### config.mk
export PLATFORM = sky130hd
export DESIGN_NAME = gate_bist
export DESIGN_NICKNAME = d
export VERILOG_FILES = /design/src/rtl/gate_bist.sv
export SDC_FILE = /design/constraint.sdc
export NUM_CORES = 1
export LEC_CHECK = 0
export BUFFER_PORTS_ARGS = -buffer_cell sky130_fd_sc_hd__buf_4
export CAP_MARGIN = 15
export CORE_MARGIN = 2
export CORE_UTILIZATION = 56
export DETAILED_ROUTE_END_ITERATION = 10
export PLACE_DENSITY = 0.9
export SLEW_MARGIN = 0
export SYNTH_ARGS = -nofsm -noshare
export SYNTH_HDL_FRONTEND = slang
export SYNTH_SLANG_ARGS = --single-unit
### constraint.sdc
create_clock -name clk -period 2.9 [get_ports clk]
set_input_delay 0.58 -clock clk [delete_from_list [all_inputs] [get_ports clk]]
set_output_delay 0.58 -clock clk [all_outputs]
set_load 0.02 [all_outputs]
### src/rtl/gate_bist.sv
// gate_bist: BIST sequencer for a 2-input NOR gate.
// Drives all four {a,b} vectors, samples y after SETTLE_CYCLES and reports a failure map/count.
module gate_bist #(
  parameter int SETTLE_CYCLES = 2,
  parameter int LOOPS = 1,
  parameter logic [3:0] EXP_TABLE = 4'b0001
) (
  input  logic       clk,
  input  logic       rst_n,
  input  logic       start,
  input  logic       abort,
  input  logic       y_i,
  output logic       a_o,
  output logic       b_o,
  output logic       busy,
  output logic       done,
  output logic       pass,
  output logic [3:0] fail_vec,
  output logic [7:0] err_cnt
);
  typedef enum logic {IDLE, RUN} state_t;
  state_t state_q, state_d;
  logic [1:0] idx_q, idx_d;
  logic [7:0] loop_q, loop_d;
  logic [3:0] set_q, set_d;
  logic       done_q, done_d, pass_q, pass_d;
  logic [3:0] fail_q, fail_d;
  logic [7:0] err_q, err_d;
  logic       run, go, samp, mis, last, keep;
  always_comb begin
    run  = state_q == RUN;
    go   = !run && start && !abort;
    samp = run && !abort && set_q == 4'(SETTLE_CYCLES - 1);
    mis  = samp && y_i != EXP_TABLE[idx_q];
    last = samp && idx_q == 2'd3 && loop_q == 8'(LOOPS - 1);
    keep = run && !abort && !last;
    state_d = go ? RUN : (run && (abort || last)) ? IDLE : state_q;
    idx_d   = keep ? idx_q + {1'b0, samp} : 2'd0;
    loop_d  = keep ? loop_q + {7'd0, samp && idx_q == 2'd3} : 8'd0;
    set_d   = (run && !abort && !samp) ? set_q + 4'd1 : 4'd0;
    fail_d  = go ? 4'd0 : fail_q | (mis ? 4'd1 << idx_q : 4'd0);
    err_d   = go ? 8'd0 : (mis && err_q != 8'hff) ? err_q + 8'd1 : err_q;
    done_d  = last;
    pass_d  = (go || (run && abort)) ? 1'b0 : last ? err_d == 8'd0 : pass_q;
  end
  always_ff @(posedge clk or negedge rst_n) begin
    if (!rst_n) begin
      state_q <= IDLE;
      idx_q   <= '0;
      loop_q  <= '0;
      set_q   <= '0;
      done_q  <= 1'b0;
      pass_q  <= 1'b0;
      fail_q  <= '0;
      err_q   <= '0;
    end else begin
      state_q <= state_d;
      idx_q   <= idx_d;
      loop_q  <= loop_d;
      set_q   <= set_d;
      done_q  <= done_d;
      pass_q  <= pass_d;
      fail_q  <= fail_d;
      err_q   <= err_d;
    end
  end
  // Vector index is forced to 0 whenever IDLE, so gating by busy keeps a/b low outside a run.
  assign busy     = state_q == RUN;
  assign a_o      = busy & idx_q[1];
  assign b_o      = busy & idx_q[0];
  assign done     = done_q;
  assign pass     = pass_q;
  assign fail_vec = fail_q;
  assign err_cnt  = err_q;
endmodule

==> results of run 1 <==
==> per-stage QoR <==
step	util [%]	std cells	worst slack [ns]
detailed placement	64.73	207	0.1359
global route	66.81	214	0.04001
global placement	64.73	207	0.2607
finish	66.81	214	0.1603
CTS	66.76	214	0.1380
floorplan	-	156	0.2794
==> sequential cells by signal (all words and copies together), names as in the netlist <==
| signal | flops |
|---|---|
| err_cnt | 8 |
| fail_vec | 4 |
| pass | 1 |
| set_q | 4 |
| done | 1 |
| loop_q | 8 |
| idx_q | 2 |
| busy | 1 |
==> routing by layer <==
| layer | up-vias | part of all wire [%] |
|---|---|---|
| li1 | 605 | - |
| met1 | 613 | 44 |
| met2 | 30 | 50 |
| met3 | 9 | 4.2 |
| met4 | 0 | 1.6 |
| met5 | - | 0 |
==> layout make-up <==
| cell class | instances | area (um2) | area share (%) |
|---|---|---|---|
| clock buffer | 7 | 55.05 | 3.041 |
| inverter | 6 | 22.52 | 1.244 |
| multi-input combinational | 117 | 788.3 | 43.54 |
| sequential | 29 | 725.7 | 40.08 |
| tap | 31 | 38.79 | 2.142 |
| timing repair buffer | 24 | 180.2 | 9.952 |
==> power by group through the flow <==
| stage | clock network, W | logic, W | registers (W) |
|---|---|---|---|
| 2_1_floorplan | 0 | 0.0000290 | 0.000426 |
| 3_3_place_gp | 0 | 0.0000557 | 0.000423 |
| 3_5_place_dp | 0 | 0.0000581 | 0.000424 |
| 4_1_cts | 0.000253 | 0.0000585 | 0.000416 |
| 5_1_grt | 0.000279 | 0.0000637 | 0.000418 |
| 6_report | 0.000248 | 0.0000577 | 0.000416 |
==> cell usage in the layout, fill, tap and decap left out, types with 2 or more instances in the layout <==
master	Yosys	final
sky130_fd_sc_hd__o21ai_1	2	2
sky130_fd_sc_hd__ha_1	6	6
sky130_fd_sc_hd__a41oi_1	2	2
sky130_fd_sc_hd__nand3_1	13	13
sky130_fd_sc_hd__or3b_1	2	2
sky130_fd_sc_hd__nor4_1	2	2
sky130_fd_sc_hd__and4_1	2	2
sky130_fd_sc_hd__clkbuf_4	1	5
sky130_fd_sc_hd__a31oi_1	2	2
sky130_fd_sc_hd__o21ai_0	4	4
sky130_fd_sc_hd__nand2b_1	2	2
sky130_fd_sc_hd__nand2_1	10	10
sky130_fd_sc_hd__xor2_1	6	6
sky130_fd_sc_hd__nor3_1	2	2
sky130_fd_sc_hd__nor2_1	21	21
sky130_fd_sc_hd__and3_1	6	6
sky130_fd_sc_hd__xnor2_1	5	5
sky130_fd_sc_hd__a21oi_1	6	6
sky130_fd_sc_hd__mux2i_1	2	2
sky130_fd_sc_hd__inv_1	6	6
sky130_fd_sc_hd__dfrtp_1	29	29
sky130_fd_sc_hd__buf_4	0	24
==> cells by family after synthesis <==
group / share of synthesized area [%]
flops: 46.47
compound gates: 12.26
mux: 1.282
simple gates: 25.88
buf+inv: 3.125
fa+ha+maj: 4.808
xor+xnor: 6.170
==> how the worst max path moves through the flow <==
stage | start | to | slack (ns) | cells after the start
floorplan | set_q[1] | pass | 0.28 | 9
global placement | y_i | pass | 0.26 | 7
detailed placement | set_q[1] | pass | 0.14 | 8
CTS | set_q[1] | pass | 0.14 | 8
global route | set_q[1] | pass | 0.04 | 8
finish | set_q[1] | pass | 0.16 | 8
==> impl_metrics.ini, run 1 <==
[pwr]
vdd.ir_drop.worst_uv = 312.6
internal_power_w = 0.0005425
p_sw_share_pct = 24.89
power-per-cell-area_nw_per_um2 = 398.9
seq_power_share_pct = 57.6
power.share.clock_pct = 34.4
switching_power_w = 0.0001798
combinationalPowerShare_pct = 8.0
p_leak_nw = 0.8744
total_power_w = 0.0007223

[logic_synthesis]
synth.top_cells.by_count = sky130_fd_sc_hd__dfrtp_1 (29), sky130_fd_sc_hd__nor2_1 (21), sky130_fd_sc_hd__nand3_1 (13)
synth.lib_cells_used.distinct = 45
post_synth_main_area_contributors = sky130_fd_sc_hd__dfrtp_1 (46%), sky130_fd_sc_hd__nor2_1 (5.0%), sky130_fd_sc_hd__ha_1 (4.8%), sky130_fd_sc_hd__nand3_1 (4.2%), sky130_fd_sc_hd__xor2_1 (3.4%)
synth.net_count = 167
syn_std_cell_area_um2 = 1561
postSynthRegisterBits = 29
syn_area_per_cell_um2 = 10.01
post_synth_edffs = 0
post_synth_arst_share_pct = 100.0
seq_area_frac_synth_pct = 46.47
ys.warnings.count = 0
yosys_most_used_dff = sky130_fd_sc_hd__dfrtp_1
postSynthCellCount = 156
synth_area_leader_cell = sky130_fd_sc_hd__dfrtp_1
synth_top_area_share_pct = 46.47
synth_most_common_cell = sky130_fd_sc_hd__dfrtp_1

[timing]
final-hold-violation-count = 0
max_clock_freq_ghz = 0.3650
grt_setup_unrepaired = no
clock_skew_ns = 0.01018
max_slew.worst_pin.slew_ns = 0.3631
period_share_pct = 94.47
fin_crit_ns = 2.740
setup-tns-final_ns = 0
worst_slew_margin_rel_pct = 75.75
timing_max_transition_violations_final = 0
setup-violations-final = 0
hold_worst_slack_ns = 0.1459

[final_layout]
antenna_cells_inserted = 0
layout-area-overhead-vs-synth_pct = 15.95
filler_cell_count = 223
final_area_um2 = 1810
post_route_cells_drive_above_1_share_pct = 22.95
nNetsFinal = 194

[grt]
largest_net_degree_at_the_start_of_global_routing = 30
grt_antenna_before_repair = 0
first_pass_grt_wire_length_um = 5782
via_count_of_the_first_global_routing_pass = 1241
grtUsageTotal_pct = 23.69
groute.layer.met2.usage_pct = 38.04
global_route.overflow_total = 0
grt_use_met3_pct = 6.221
gr-max-usage-layer = met2
grt_util_met1_pct = 30.28

[critical_path]
worst_path_dominant_cell_family = simple AND/OR/NAND/NOR gates
r2r_setup_slk_ns = 0.16
critical_path_buf_inv_count = 1
crit_path_max_incr_delay_ns = 0.55
worstPathMaxFanout = 6
critPathKind = flip-flop to flip-flop
timing.critical_path.slowest_stage_cell = sky130_fd_sc_hd__or4b_1
cp_data_arrival_time_ns = 2.99
critical_path.reg2reg.startpoint = set_q[1]
crit-reg2reg-capture = pass
worst_setup_ep_type = flip-flop
crit_required_ns = 3.15
worst-r2r-cell-count = 8
crit_path_start_kind = flip-flop
critical_path.cell_chain = inv_1 > ha_1 > or3b_1 > a2111oi_2 > nand3_1 > mux2i_1 > or4b_1 > o31ai_2

[floorplanning]
die_height_um = 56.81
fp-row-count = 19
floorplan.initialDensity_pct = 57.62
die_w_um = 56.81
placeableCoreArea_um2 = 2710
boundaryPins = 22
die_area_um2 = 3227

[clocking]
cts_repair_resize_count = 0
h-tree-depth = 2
cts-root-buf = sky130_fd_sc_hd__clkbuf_4
holdBufCountCts = 0
cts_buffer_depth = 2
clk_transition_reported_paths_ns = 0.09
post-cts-setup-buffer-count = 0
cts_tree = done
insertion_delay_ns = 0.34
cts_sinks = 29
cts-buffers-inserted = 5

[routing]
drt_first_iter_violations = 65
vias = 1257
drt-total-wl_um = 3397
remaining_drc_errors = 0
postRouteAntennaNets = 0
routed_wire_length_per_instance_um = 15.87
detailed_router_iteration_count_before_antenna_repair = 4
drt-vias-per-instance = 5.874

[place]
detailed_place.area_um2 = 1754
place.port_buffers = 21
hpwl_um = 2504
gpl.final_weighted_congestion = 0.8748

[flow_run]
timing.max_cap.violations = 0

[worst_hold_path]
hold_class = input pin to async pin

[outcome]
result_of_the_run = complete, no violations
Note: power is estimated with default switching activity, not from simulation.
==> inputs of run 2 (changes only) <==
Settings changed: PLACE_DENSITY 0.9 to 0.78.
==> run 2 against run 1 <==
Global-route usage up 0.46 points. Register-to-register slack gained 0.03 ns. First-iteration DRC count increased by 45%. Setup slack improved by 0.030 ns. Final area grew 1.8%. Clock skew down 0.0068 ns. Core utilization is 1.2 points higher. Sequential share of layout area decreased by 0.71 points. Routed wire length is 0.97% higher. Non-clock buffer count stayed put. Via count up 2.3%. Critical endpoint unchanged. Die area stayed put.
==> impl_metrics.ini, run 2 (synthesis results as in run 1) <==
[outcome]
result_of_the_run = complete, no violations

[clocking]
insertion_delay_ns = 0.32
cts_tree = done
clk_transition_reported_paths_ns = 0.09
holdBufCountCts = 0
cts_sinks = 29
cts-buffers-inserted = 5
cts-root-buf = sky130_fd_sc_hd__clkbuf_4
cts_buffer_depth = 2
h-tree-depth = 2

[timing]
grt_setup_unrepaired = no
period_share_pct = 93.42
fin_crit_ns = 2.709
worst_slew_margin_rel_pct = 63.61
setup-violations-final = 0
max_clock_freq_ghz = 0.3691
setup_ws_ns = 0.1907
max_slew.worst_pin.slew_ns = 0.5447
timing_max_transition_violations_final = 0
setup-tns-final_ns = 0
final-hold-violation-count = 0
clock_skew_ns = 0.003409

[floorplanning]
die_height_um = 56.81
die_area_um2 = 3227
boundaryPins = 22
die_w_um = 56.81
placeableCoreArea_um2 = 2710
fp-row-count = 19
floorplan.initialDensity_pct = 57.62

[pwr]
seq_power_share_pct = 50.9
vdd.ir_drop.worst_uv = 356.5
combinationalPowerShare_pct = 7.1
power-per-cell-area_nw_per_um2 = 443.7
power.share.clock_pct = 42.0
internal_power_w = 0.0006350
p_leak_nw = 0.8897
p_sw_share_pct = 22.35
switching_power_w = 0.0001827

[routing]
postRouteAntennaNets = 0
vias = 1286
drt-vias-per-instance = 5.981
routed_wire_length_per_instance_um = 15.95
remaining_drc_errors = 0
drt-total-wl_um = 3430
drt_first_iter_violations = 94
detailed_router_iteration_count_before_antenna_repair = 4

[final_layout]
antenna_cells_inserted = 0
post_route_cells_drive_above_1_share_pct = 23.91
final_cell_mix = sky130_fd_sc_hd__dfrtp_1 (29), sky130_fd_sc_hd__buf_4 (24), sky130_fd_sc_hd__nor2_1 (21)
final_common_cell = sky130_fd_sc_hd__dfrtp_1
nNetsFinal = 194
layout-area-overhead-vs-synth_pct = 18.03

[critical_path]
setup.worst_path.start = set_q[1]
crit_required_ns = 3.14
critical_path.reg2reg.startpoint = set_q[1]
worstPathMaxFanout = 7
r2r_setup_slk_ns = 0.19
crit_path_start_kind = flip-flop
cp_data_arrival_time_ns = 2.95
crit-reg2reg-capture = pass
critPathCapture = pass
worst-r2r-cell-count = 8
worst_setup_ep_type = flip-flop
critPathKind = flip-flop to flip-flop

[flow_run]
timing.max_cap.violations = 0

[grt]
largest_net_degree_at_the_start_of_global_routing = 30
grt_antenna_before_repair = 0
via_count_of_the_first_global_routing_pass = 1309
grtUsageTotal_pct = 24.15
global_route.overflow_total = 0
first_pass_grt_wire_length_um = 5934

[worst_hold_path]
hold_class = input pin to async pin

[place]
placement.setup.worst_slack_ns = 0.1486
gpl.final_weighted_congestion = 0.8625
place.port_buffers = 21
hpwl_um = 2428
-- run 2: critical path, cell delays in order (launching register included) --
cell and delay [ns]:
sky130_fd_sc_hd__dfrtp_1 0.40, sky130_fd_sc_hd__inv_1 0.06, sky130_fd_sc_hd__ha_1 0.15, sky130_fd_sc_hd__or3b_4 0.45, sky130_fd_sc_hd__a211oi_4 0.40, sky130_fd_sc_hd__and2b_2 0.29, sky130_fd_sc_hd__a31oi_1 0.10, sky130_fd_sc_hd__or4b_1 0.52
sky130_fd_sc_hd__o31ai_2 0.24
-- run 2: layout make-up --
type	count	area, um2
flip-flops and latches	29	725.7
repair buffers	24	180.2
clock buffers	7	55.05
clock inverters	1	30.03
inverters	6	22.52
multi-input cells	117	790.8
fillers	229	867.1
well taps	31	38.79
-- run 2: worst min-delay path by stage --
stage                      to  depth (start not counted)  slack, ns      from
global route        loop_q[4]                          1       0.16     rst_n
global placement     set_q[0]                          1       0.48  set_q[0]
detailed placement   set_q[0]                          1       0.49  set_q[0]
CTS                 loop_q[2]                          1       0.16     rst_n
finish              loop_q[3]                          1       0.16     rst_n
floorplan                busy                          0       0.28     rst_n
-- run 2: power groups by stage --
stage	registers, W	clock network, W	logic, W
finish	0.000416	0.000344	0.0000579
global route	0.000418	0.000377	0.0000645
CTS	0.000416	0.000352	0.0000573
detailed placement	0.000424	0	0.0000569
global placement	0.000424	0	0.0000559
floorplan	0.000426	0	0.0000290
-- run 2: timing repair --
| item | in CTS | in global routing |
|---|---|---|
| endpoints found under the setup margin | 0 | 1 |
| gates resized for setup | 0 | 2 |
| setup buffers | 0 | 0 |
-- run 2: per-layer routing --
layer	up-vias	GRT usage, %	wire [um]
li1	605	-	-
met1	625	31.28	1444
met2	52	38.54	1701
met3	4	7.143	247
met4	0	8.638	36
met5	-	0	0
-- run 2: through the flow --
| step | total power [W] | cell area, um2 | hold slack, ns | util [%] | cells |
|---|---|---|---|---|---|
| after floorplan | 0.0004554 | 1562 | 0.2844 | - | 156 |
| after global placement | 0.0004799 | 1754 | 0.4765 | 64.73 | 207 |
| after detailed placement | 0.0004812 | 1754 | 0.4882 | 64.73 | 207 |
| after CTS | 0.0008256 | 1839 | 0.1593 | 67.87 | 215 |
| after global routing | 0.0008590 | 1843 | 0.1580 | 68.01 | 215 |
| final | 0.0008177 | 1843 | 0.1577 | 68.01 | 215 |
